===== src/rtl/lfsr_pkg.sv =====
// Shared definitions for the 16-bit PRBS generator/checker pair.
// The polynomial is defined only here, so the generator and the checker
// cannot drift apart.
package lfsr_pkg;

  localparam int LFSR_W = 16;
  localparam int CNT_W  = 8;

  // Feedback taps for x^16+x^14+x^13+x^11+1 (word bits 15,13,12,10)
  localparam logic [LFSR_W-1:0] LFSR_TAPS = 16'hB400;

  typedef enum logic [1:0] {
    SEARCH = 2'd0,
    TRACK  = 2'd1,
    LOCKED = 2'd2
  } lfsr_chk_state_e;

  // Fibonacci step: shift left, feedback bit is the parity of the tapped bits
  function automatic logic [LFSR_W-1:0] lfsr16_next(input logic [LFSR_W-1:0] w);
    return {w[LFSR_W-2:0], ^(w & LFSR_TAPS)};
  endfunction

endpackage


===== src/rtl/prbs_checker_16.sv =====
// Receive-side checker for the 16-bit PRBS generator. Predicts each word
// from the previous one, acquires lock after LOCK_CNT consecutive matches,
// then freewheels its prediction and counts mismatches until UNLOCK_CNT
// consecutive misses drop it back to tracking.
module prbs_checker_16
  import lfsr_pkg::*;
#(
  parameter int LOCK_CNT   = 8,
  parameter int UNLOCK_CNT = 4,
  parameter int ERR_W      = 16
) (
  input  logic              clk,
  input  logic              reset_n,
  input  logic              enable,
  input  logic [LFSR_W-1:0] lfsr_in,
  input  logic              clear_cnt,
  output logic              locked,
  output logic              error,
  output logic [ERR_W-1:0]  err_count
);

  localparam logic [CNT_W-1:0] LOCK_C   = CNT_W'(LOCK_CNT);
  localparam logic [CNT_W-1:0] UNLOCK_C = CNT_W'(UNLOCK_CNT);

  lfsr_chk_state_e   state_q;
  logic [LFSR_W-1:0] prev_q;
  logic [CNT_W-1:0]  good_q;
  logic [CNT_W-1:0]  bad_q;
  logic              locked_q;
  logic              error_q;
  logic [ERR_W-1:0]  err_cnt_q;

  logic [LFSR_W-1:0] expected;
  logic              match;
  logic              err_hit;

  // Prediction of the current word from the last accepted one
  always_comb begin
    expected = lfsr16_next(prev_q);
    match    = (lfsr_in == expected);
    err_hit  = enable && (state_q == LOCKED) && !match;
  end

  // Lock FSM with its prediction register, run counters and registered flags.
  // NOTE: every register here uses <= so all of them see the pre-edge values of
  // each other; mixing in = would make the result depend on statement order.
  always_ff @(posedge clk or negedge reset_n) begin
    if (!reset_n) begin
      state_q  <= SEARCH;
      prev_q   <= '0;
      good_q   <= '0;
      bad_q    <= '0;
      locked_q <= 1'b0;
      error_q  <= 1'b0;
    end else begin
      // error is a one-cycle pulse; only a LOCKED mismatch raises it
      error_q <= 1'b0;
      if (enable) begin
        case (state_q)
          SEARCH: begin
            // All-zero is the LFSR lockup word, never a valid seed
            if (lfsr_in != '0) begin
              state_q <= TRACK;
              prev_q  <= lfsr_in;
              good_q  <= '0;
            end
          end
          TRACK: begin
            // Re-seed from the received word so a matching run can start anywhere
            prev_q <= lfsr_in;
            if (lfsr_in == '0) begin
              state_q <= SEARCH;
              good_q  <= '0;
            end else if (match) begin
              good_q <= good_q + CNT_W'(1);
              if (good_q + CNT_W'(1) == LOCK_C) begin
                state_q  <= LOCKED;
                locked_q <= 1'b1;
                bad_q    <= '0;
              end
            end else begin
              good_q <= '0;
            end
          end
          LOCKED: begin
            // Flywheel: keep predicting from our own sequence, not the input
            if (match) begin
              bad_q  <= '0;
              prev_q <= expected;
            end else begin
              error_q <= 1'b1;
              bad_q   <= bad_q + CNT_W'(1);
              if (bad_q + CNT_W'(1) == UNLOCK_C) begin
                state_q  <= TRACK;
                locked_q <= 1'b0;
                prev_q   <= lfsr_in;
                good_q   <= '0;
              end else begin
                prev_q <= expected;
              end
            end
          end
          default: begin
            state_q  <= SEARCH;
            locked_q <= 1'b0;
          end
        endcase
      end
    end
  end

  // Saturating mismatch counter; clear takes priority over an increment
  always_ff @(posedge clk or negedge reset_n) begin
    if (!reset_n) begin
      err_cnt_q <= '0;
    end else if (clear_cnt) begin
      err_cnt_q <= '0;
    end else if (err_hit && (err_cnt_q != '1)) begin
      err_cnt_q <= err_cnt_q + ERR_W'(1);
    end
  end

  assign locked    = locked_q;
  assign error     = error_q;
  assign err_count = err_cnt_q;

endmodule


===== config.mk =====
export PLATFORM = sky130hd
export DESIGN_NAME = prbs_checker_16
export DESIGN_NICKNAME = d
export VERILOG_FILES = /design/src/rtl/lfsr_pkg.sv /design/src/rtl/prbs_checker_16.sv
export SDC_FILE = /design/constraint.sdc
export NUM_CORES = 1
export LEC_CHECK = 0
export ABC_CLOCK_PERIOD_IN_PS = 2800
export CORE_AREA = 3 3 108 79
export DETAILED_ROUTE_END_ITERATION = 6
export DIE_AREA = 0 0 111 82
export HOLD_SLACK_MARGIN = 0.12
export SLEW_MARGIN = 25
export SYNTH_ARGS = -nofsm -noshare
export SYNTH_HDL_FRONTEND = slang
export SYNTH_SLANG_ARGS = --single-unit

===== constraint.sdc =====
create_clock -name clk -period 2.8 [get_ports clk]
set_clock_uncertainty 0.15 [all_clocks]
set_input_delay 0.28 -clock clk [delete_from_list [all_inputs] [get_ports clk]]
set_output_delay 0.28 -clock clk [all_outputs]
set_load 0.1 [all_outputs]

### Word-level counts from Yosys, hierarchy flattened

Cells that the tools add are included.

* register bits after elaboration: 52
* input port bits: 20
* output and inout bits: 18
* logic and storage cells: 74

* add/sub/neg operators: 3
* equality and inequality tests: 14
* multiplexer cells: 33
* bitwise operators: 1
* reduce and logical (&&, ||, !) cells: 16

Operators with widths (count)
* $mux 16: 5
* $mux 8: 9
* $pmux 16 s3: 1
* $pmux 8 s3: 1
* $add 16x1->16 const B: 1
* $add 8x1->8 const B: 2
* $eq 16x16->1: 1
* $logic_not 16->1: 1
* $ne 16x16->1 const B: 1
* $pmux 8 s2: 1
* $reduce_bool 16->1: 1
* $reduce_xor 16->1: 1
* $mux 2: 6
* $ne 2x2->1 const B: 5
* $reduce_and 5->1: 2
* $eq 8x3->1 const B: 1
* $eq 8x4->1 const B: 1
* $mux 1: 8
* $reduce_and 7->1: 1
* $ne 3x3->1 const B: 2
* $pmux 2 s3: 1
* $reduce_and 6->1: 1
* $reduce_bool 2->1: 2
* $logic_and 1x1->1: 3
* other kinds (9): 9

### Logic depth before layout (Yosys ltp)

Gate-level depths: netlist of the first run.

* word-level depth: 7
* depth in mapped cells: 10
* gate-level depth less buffers: 8

### Worst setup path before layout of the first run

Ideal clock, no wire load.

* path kind: register to register
* start: reg err_cnt_q[8] (netlist: err_count[8])
* end: reg err_cnt_q[13] (netlist: err_count[13])
* setup time: 0.125 ns
* arrival time: 2.679 ns
* required time: 2.525 ns
* slack: -0.154 ns
* cell stages (with the launch flop): 9
* path buffers: 1
* period minus slack after synthesis: 2.954 ns
* cell sequence: dfrtp_1 > and4_1 > nand4_1 > nor4_1 > nor4_1 > and3_1 > clkbuf_1 > nand4_1 > mux2_2

* word-level cells in the longest chain between the ends: 3
* elaborated cells on any way between the ends: 6
* those cells by class: add/sub (1); eq/ne (1); mux (2); reduce/logical (2)

RTL lines
* start, declared: line prbs_checker_16.sv:31 `logic [ERR_W-1:0] err_cnt_q;`
* start signal, assigned: line prbs_checker_16.sv:119 `err_cnt_q <= err_cnt_q + ERR_W'(1);`
* $add 16x1->16 or $ne 16x16->1 (tied branches): line prbs_checker_16.sv:119, prbs_checker_16.sv:118
* $mux 16 or $logic_and 1x1->1 (tied branches): line prbs_checker_16.sv:118 `end else if (err_hit && (err_cnt_q != '1)) begin`
* $mux 16 or $reduce_bool 2->1 (tied branches)

Several ways; a longest one is shown, not always the timed one. The select of a mux whose other input is x is not followed.
A chain may end at the register's enable or synchronous reset.

### Worst setup path after layout of the first run

* start: reg good_q[0]
* end: reg bad_q[4]

* word-level cells in the longest chain between the ends: 4

RTL lines
* start, declared: line prbs_checker_16.sv:27 `logic [CNT_W-1:0] good_q;`
* start signal, assigned: line prbs_checker_16.sv:75 `good_q <= good_q + CNT_W'(1);`
* $add 8x1->8: line prbs_checker_16.sv:76 `if (good_q + CNT_W'(1) == LOCK_C) begin`
* $eq 8x4->1: line prbs_checker_16.sv:76
* $ne 2x2->1 (no source line)
* $reduce_and 5->1 (no source line)
* end signal, assigned: line prbs_checker_16.sv:92 `bad_q <= bad_q + CNT_W'(1);`
* end, declared: line prbs_checker_16.sv:28 `logic [CNT_W-1:0] bad_q;`

Every way passes these cells.

==> impl_metrics.ini, run 1 <==
[outcome]
outcome = finished, final reports clean

[routing]
first_pass_detailed_route_iteration_total = 4
avgViaCountPerCell = 5.138
average_wire_length_per_cell_after_detail_routing_um = 14.03
drt_drc_violations_left = 0
drt_iter0_drc = 193
finalWirelength_um = 7016
postRouteAntennaNets = 0
vias = 2569

[critical_path]
critical_path.max_stage_delay_ns = 0.52
critical_path_class = reg2reg
type_of_element_launching_the_critical_path = flip-flop
worst_setup_path_startpoint = good_q[0]
crit_chain = ha_1 > or4b_1 > o41a_1 > o21ai_0 > nand4_1 > o32ai_4 > nand2_2 > a221o_1
critical_path.reg2reg.startpoint = good_q[0]
timing.critical_path.fanout_max = 6
cp_data_arrival_time_ns = 2.74
critPathCaptureType = flip-flop
ff2ff_setup_slack_ns = 0.12
depth_of_the_worst_register_to_register_path = 8
critical_path.slowest_cell = or4b_1
critical_path.reg2reg.endpoint = bad_q[4]
worst_ep_required_time_ns = 2.85

[grt]
grt_use_total = 0.1628
wire_length_of_the_first_global_routing_pass_um = 12050
grt_remaining_overflow = 0
grt_antenna_before_repair = 0
grt_max_degree = 28
grt_pass1_vias = 2429

[logic_synthesis]
synth-edff-count = 0
netlist_area_um2 = 3119
post_synth.cell_area_avg_um2 = 9.256
netlist-cell-type-count = 52
synth-async-reset-ratio = 1.000
yosysWarnings = 0
yosysSeqAreaShare = 0.4172
postSynthRegisterBits = 52
syn-instance-count = 337
number_of_nets_in_the_synthesized_netlist = 365
dominantRegCellSynth = dfrtp_1

[place]
gpl.final_weighted_congestion = 0.8567
numPortBuffers = 37
dpl_worst_slack_ns = -0.1434
hpwl_um = 5323
placement.cell_area_um2 = 3755
dp.cells = 491

[die]
design.die.area_um2 = 9102
start_util = 0.4068
dieHeight_um = 82
floorplan.core_area_um2 = 7669
top_level_ports = 38
placementRows = 27
die_w_um = 111

[pwr]
leakagePower_uw = 0.001687
power_per_cell_area_nw_per_um2 = 498.9
ir_worst_vdd_uv = 385.6

[clock_network]
cts_tree = done
clkLatencyLatePin_ns = 0.31
cts_sinks = 52
h-tree-depth = 2
clk_path_buf_depth = 2
clkSlewWorstSetupHoldPaths_ns = 0.11
clk_root_buffer_cell = clkbuf_8
cts_inserted_buffers = 5

[timing]
final_max_slew_viol_count = 0
timing.final.setup_violations = 0
final.setup.worst_slack_ns = 0.1165
grt_setup_unrepaired = no
timing.setup.tns_ns = 0
final.period_utilization = 0.9584
worst_slew_pin_tran_ns = 0.6897
timing.max_slew.rel_slack = 0.5388
timing.final.hold_violations = 0
max_freq_mhz = 372.6
fin_crit_ns = 2.684
worst_hold_slack_ns = 0.3468

[cells_and_area]
design_area_um2 = 3866
areaGrowthSynthToFinish_pct = 23.95
post_route_cells_drive_above_1_share = 0.1880
num_antenna_cells = 0
instances_no_fill = 500
final_nets = 426
fillCellCount = 713

[hold_path]
min-delay-path-class = in2async

[job]
max_cap_viol_count = 0
[area by class of cell]
type                            instances  area, µm²  share of cell area
Inverter                                9      33.78            0.008738
Sequential cell                        52       1306              0.3379
Timing Repair Buffer                   72      598.1              0.1547
Multi-Input combinational cell        258       1705              0.4411
Clock buffer                            5      68.82             0.01780
Tap cell                              101      126.4             0.03269
Clock inverter                          3      27.53            0.007120
[registers in the layout (all words and copies together) (netlist names)]
| name | count |
|---|---|
| err_count | 16 |
| good_q | 8 |
| bad_q | 8 |
| state_q | 2 |
| prev_q | 16 |
| error | 1 |
| locked | 1 |
[worst max-delay path: cells and delay by family, from the launching register on]
family	cells	cell delay, ns
flops	1	0.40
compound gates	4	0.89
fa+ha+maj	1	0.21
simple gates	3	0.93
[power breakdown]
part	leakage, µW	internal [µW]	switching [µW]	total [µW]
clock	0.0000463	184	280	464
combinational	0.000951	224	266	490
sequential	0.000690	858	117	975
total	0.00169	1270	663	1930
[how the worst max path moves through the flow]
stage	to	depth (start not counted)
6_report	bad_q[4]	8
5_1_grt	bad_q[4]	8
4_1_cts	bad_q[4]	7
3_5_place_dp	bad_q[4]	8
3_3_place_gp	bad_q[4]	8
2_1_floorplan	err_count[8]	8
[stage by stage]
stage / utilization / total power [µW]
3_3_place_gp: 0.4896 / 1471
4_1_cts: 0.5035 / 1951
5_1_grt: 0.5042 / 2072
6_report: 0.5042 / 1929
2_1_floorplan: - / 1290
3_5_place_dp: 0.4896 / 1480
[layout by cell type, fill, tap and decap left out, types with 4 or more instances in the layout]
master           netlist  routed
nand3_1               18      18
xnor2_1               18      18
nor4b_1                4       4
clkdlybuf4s50_1        0      18
mux2i_1               17      17
a21o_1                 4       4
dfrtp_2                0       4
nor2_1                23      23
and3_1                 6       6
xor2_1                14      14
nand2_1               39      39
ha_1                   8       8
o21ai_1                7       7
nand4_1                7       7
o21ai_0               25      25
nor4_1                16      16
clkbuf_8               0       5
dfrtp_1               52      48
buf_4                  1      51
inv_1                  9       9
nor3_1                 6       6
[kinds of logic after synthesis]
family	after synthesis	share of synthesized area
AND/OR/NAND/NOR	140	0.2306
AO/OA/AOI/OAI	59	0.1276
flip-flops	52	0.4172
XOR/XNOR	32	0.08985
buffers and inverters	27	0.04091
multiplexers	19	0.06177
adder cells (fa/ha/maj)	8	0.03209
[layer usage]
metal | GRT usage | up-vias | part of all wire
li1 | - | 1319 | -
met1 | 0.2539 | 1204 | 0.56
met2 | 0.2306 | 42 | 0.40
met3 | 0.03166 | 4 | 0.036
met4 | 0.03444 | 0 | 0.0047
met5 | 0 | - | 0
[Yosys cell counts (all sizes together), types with 7 or more instances]
cell type | count | share of area
nand3 | 18 | 0.029
ha | 8 | 0.032
nand4 | 7 | 0.014
xor2 | 14 | 0.039
o21ai | 32 | 0.051
dfrtp | 52 | 0.42
nor2 | 23 | 0.028
mux2i | 17 | 0.055
inv | 9 | 0.011
clkbuf | 12 | 0.014
nor4 | 17 | 0.036
nand2 | 40 | 0.049
xnor2 | 18 | 0.051
[what timing repair did]
action                     CTS  global route
hold buffers                 1             0
gates resized for setup      0             1
setup endpoints to repair    0            12
setup buffers                0             0
hold endpoints to repair    25             0
Power figures use the tool's default switching activity.
==> run 2, diff against run 1 <==
ABC_CLOCK_PERIOD_IN_PS = 3090   (was 2800)
clock period = 3.09 ns   (was 2.8 ns; I/O delays follow)
==> run 2 against run 1 <==
  * Setup slack gained 0.10 ns
  * Highest routed layer unchanged
  * Hold slack improved by 0.024 ns
  * Die area unchanged
  * Largest cell class unchanged
  * Combinational power is 14% lower
  * Sequential share of layout area rose by 1.4 points
  * Power down 8.0%
  * Clock power grew 2%
  * First-iteration DRC count shrank 45%
  * Count of clock-buffer cells in the layout increased by 1
==> impl_metrics.ini, run 2 (same netlist as run 1, synthesis figures left out) <==
[outcome]
outcome = finished, final reports clean

[grt]
grt_remaining_overflow = 0
grt_pass1_vias = 2435
global_route.peak_usage_layer = met2
grt_max_degree = 30
grt_use_total = 0.1583
groute.layer.met1.usage = 0.2291
grt_util_met3 = 0.03093
grt_antenna_before_repair = 0
grtUsageMet2 = 0.2500
wire_length_of_the_first_global_routing_pass_um = 11790

[routing]
avgViaCountPerCell = 5.327
postRouteAntennaNets = 0
drt_iter0_drc = 107
vias = 2541
drt_drc_violations_left = 0
first_pass_detailed_route_iteration_total = 5
finalWirelength_um = 6881
average_wire_length_per_cell_after_detail_routing_um = 14.43

[critical_path]
timing.critical_path.fanout_max = 7
worst_ep_required_time_ns = 3.13
critical_path_class = reg2reg
crit_chain = ha_1 > or4b_1 > o41a_1 > o21ai_0 > nand4_1 > o32ai_4 > nand2_2 > a221o_1
cp.buffers_inverters = 0
type_of_element_launching_the_critical_path = flip-flop
total_stage_count_of_the_critical_path = 8
critical_path.reg2reg.startpoint = good_q[0]
critical_path.slowest_cell = or4b_1
critPathCaptureType = flip-flop
depth_of_the_worst_register_to_register_path = 8
critical_path.max_stage_delay_ns = 0.53
ff2ff_setup_slack_ns = 0.22
cp_data_arrival_time_ns = 2.91
critical_path.top_delay_family = simple AND/OR/NAND/NOR gates
critical_path.reg2reg.endpoint = bad_q[4]

[pwr]
power_per_cell_area_nw_per_um2 = 480.0
leakagePower_uw = 0.001589
ir_worst_vdd_uv = 337.5

[die]
placementRows = 27
start_util = 0.4068
floorplan.core_area_um2 = 7669
die_w_um = 111
dieHeight_um = 82
top_level_ports = 38
design.die.area_um2 = 9102

[cells_and_area]
num_antenna_cells = 0
post_route_cells_drive_above_1_share = 0.1223
layout.cells.most_common_list = dfrtp_1, nand2_1, buf_4
final_nets = 403
design_area_um2 = 3699
most_common_cell_after_layout_fill_and_taps_aside = dfrtp_1
areaGrowthSynthToFinish_pct = 18.57

[place]
gpl.final_weighted_congestion = 0.7632
placement.cell_area_um2 = 3577
dpl_worst_slack_ns = 0.03357
numPortBuffers = 37
hpwl_um = 5078

[timing]
max_freq_mhz = 348.5
timing.final.hold_violations = 0
final.period_utilization = 0.9286
timing.setup.tns_ns = 0
timing.max_slew.rel_slack = 0.5327
worst_slew_pin_tran_ns = 0.6988
final.setup.worst_slack_ns = 0.2206
fin_crit_ns = 2.869
grt_setup_unrepaired = no
timing.final.setup_violations = 0
final_max_slew_viol_count = 0

[job]
max_cap_viol_count = 0

[clock_network]
clk_root_buffer_cell = clkbuf_8
clk_path_buf_depth = 2
clkLatencyLatePin_ns = 0.31
cts_tree = done
cts_sinks = 52
ctsResizeCount = 0
cts_inserted_buffers = 5
h-tree-depth = 2
clkSlewWorstSetupHoldPaths_ns = 0.10
post-cts-setup-buffer-count = 0

[hold_path]
min-delay-path-class = in2async
run 2: cell count changes in the layout (fill, tap and decap cells not counted), sizes merged:
cell and change:
clkinv -1, buf -23, bufinv +1, clkbuf +1, clkinvlp -1
run 2: worst max path at each step:
stage          slack (ns)    startpoint             to
2_1_floorplan        0.14  err_count[8]  err_count[13]
3_3_place_gp         0.09   lfsr_in[11]       bad_q[7]
3_5_place_dp         0.03   lfsr_in[11]       bad_q[7]
4_1_cts              0.21     good_q[0]       bad_q[4]
5_1_grt              0.06     good_q[0]       bad_q[4]
6_report             0.22     good_q[0]       bad_q[4]
run 2: cell type report:
class	instances	area [µm²]
Timing Repair Buffer	49	425.4
Clock inverter	2	38.79
Tap cell	101	126.4
Sequential cell	52	1301
Multi-Input combinational cell	258	1700
Inverter	9	33.78
Clock buffer	6	72.57
Fill cell	734	3970
run 2: layer usage:
layer	up-vias	wire (µm)
met3	5	248
met5	-	0
li1	1276	-
met1	1212	3651
met2	48	2944
met4	0	36
run 2: repair_timing:
item,4_1_cts,5_1_grt
endpoints found under the hold margin,23,0
endpoints found under the setup margin,0,0
hold buffers,1,0
run 2: metrics by stage:
stage               hold WS (ns)  total power [µW]  utilization  std cells
global route              0.4204              1902       0.4823        477
floorplan                -0.1366              1169            -        337
detailed placement        0.1836              1313       0.4665        468
global placement          0.1934              1304       0.4665        468
finish                    0.3707              1775       0.4823        477
CTS                       0.3845              1803       0.4823        477
run 2: report_power, final:
group | leakage (µW) | internal [µW] | switching (µW) | total (µW)
combinational | 0.000837 | 186 | 234 | 420
sequential | 0.000697 | 777 | 103 | 880
clock | 0.0000558 | 245 | 230 | 475
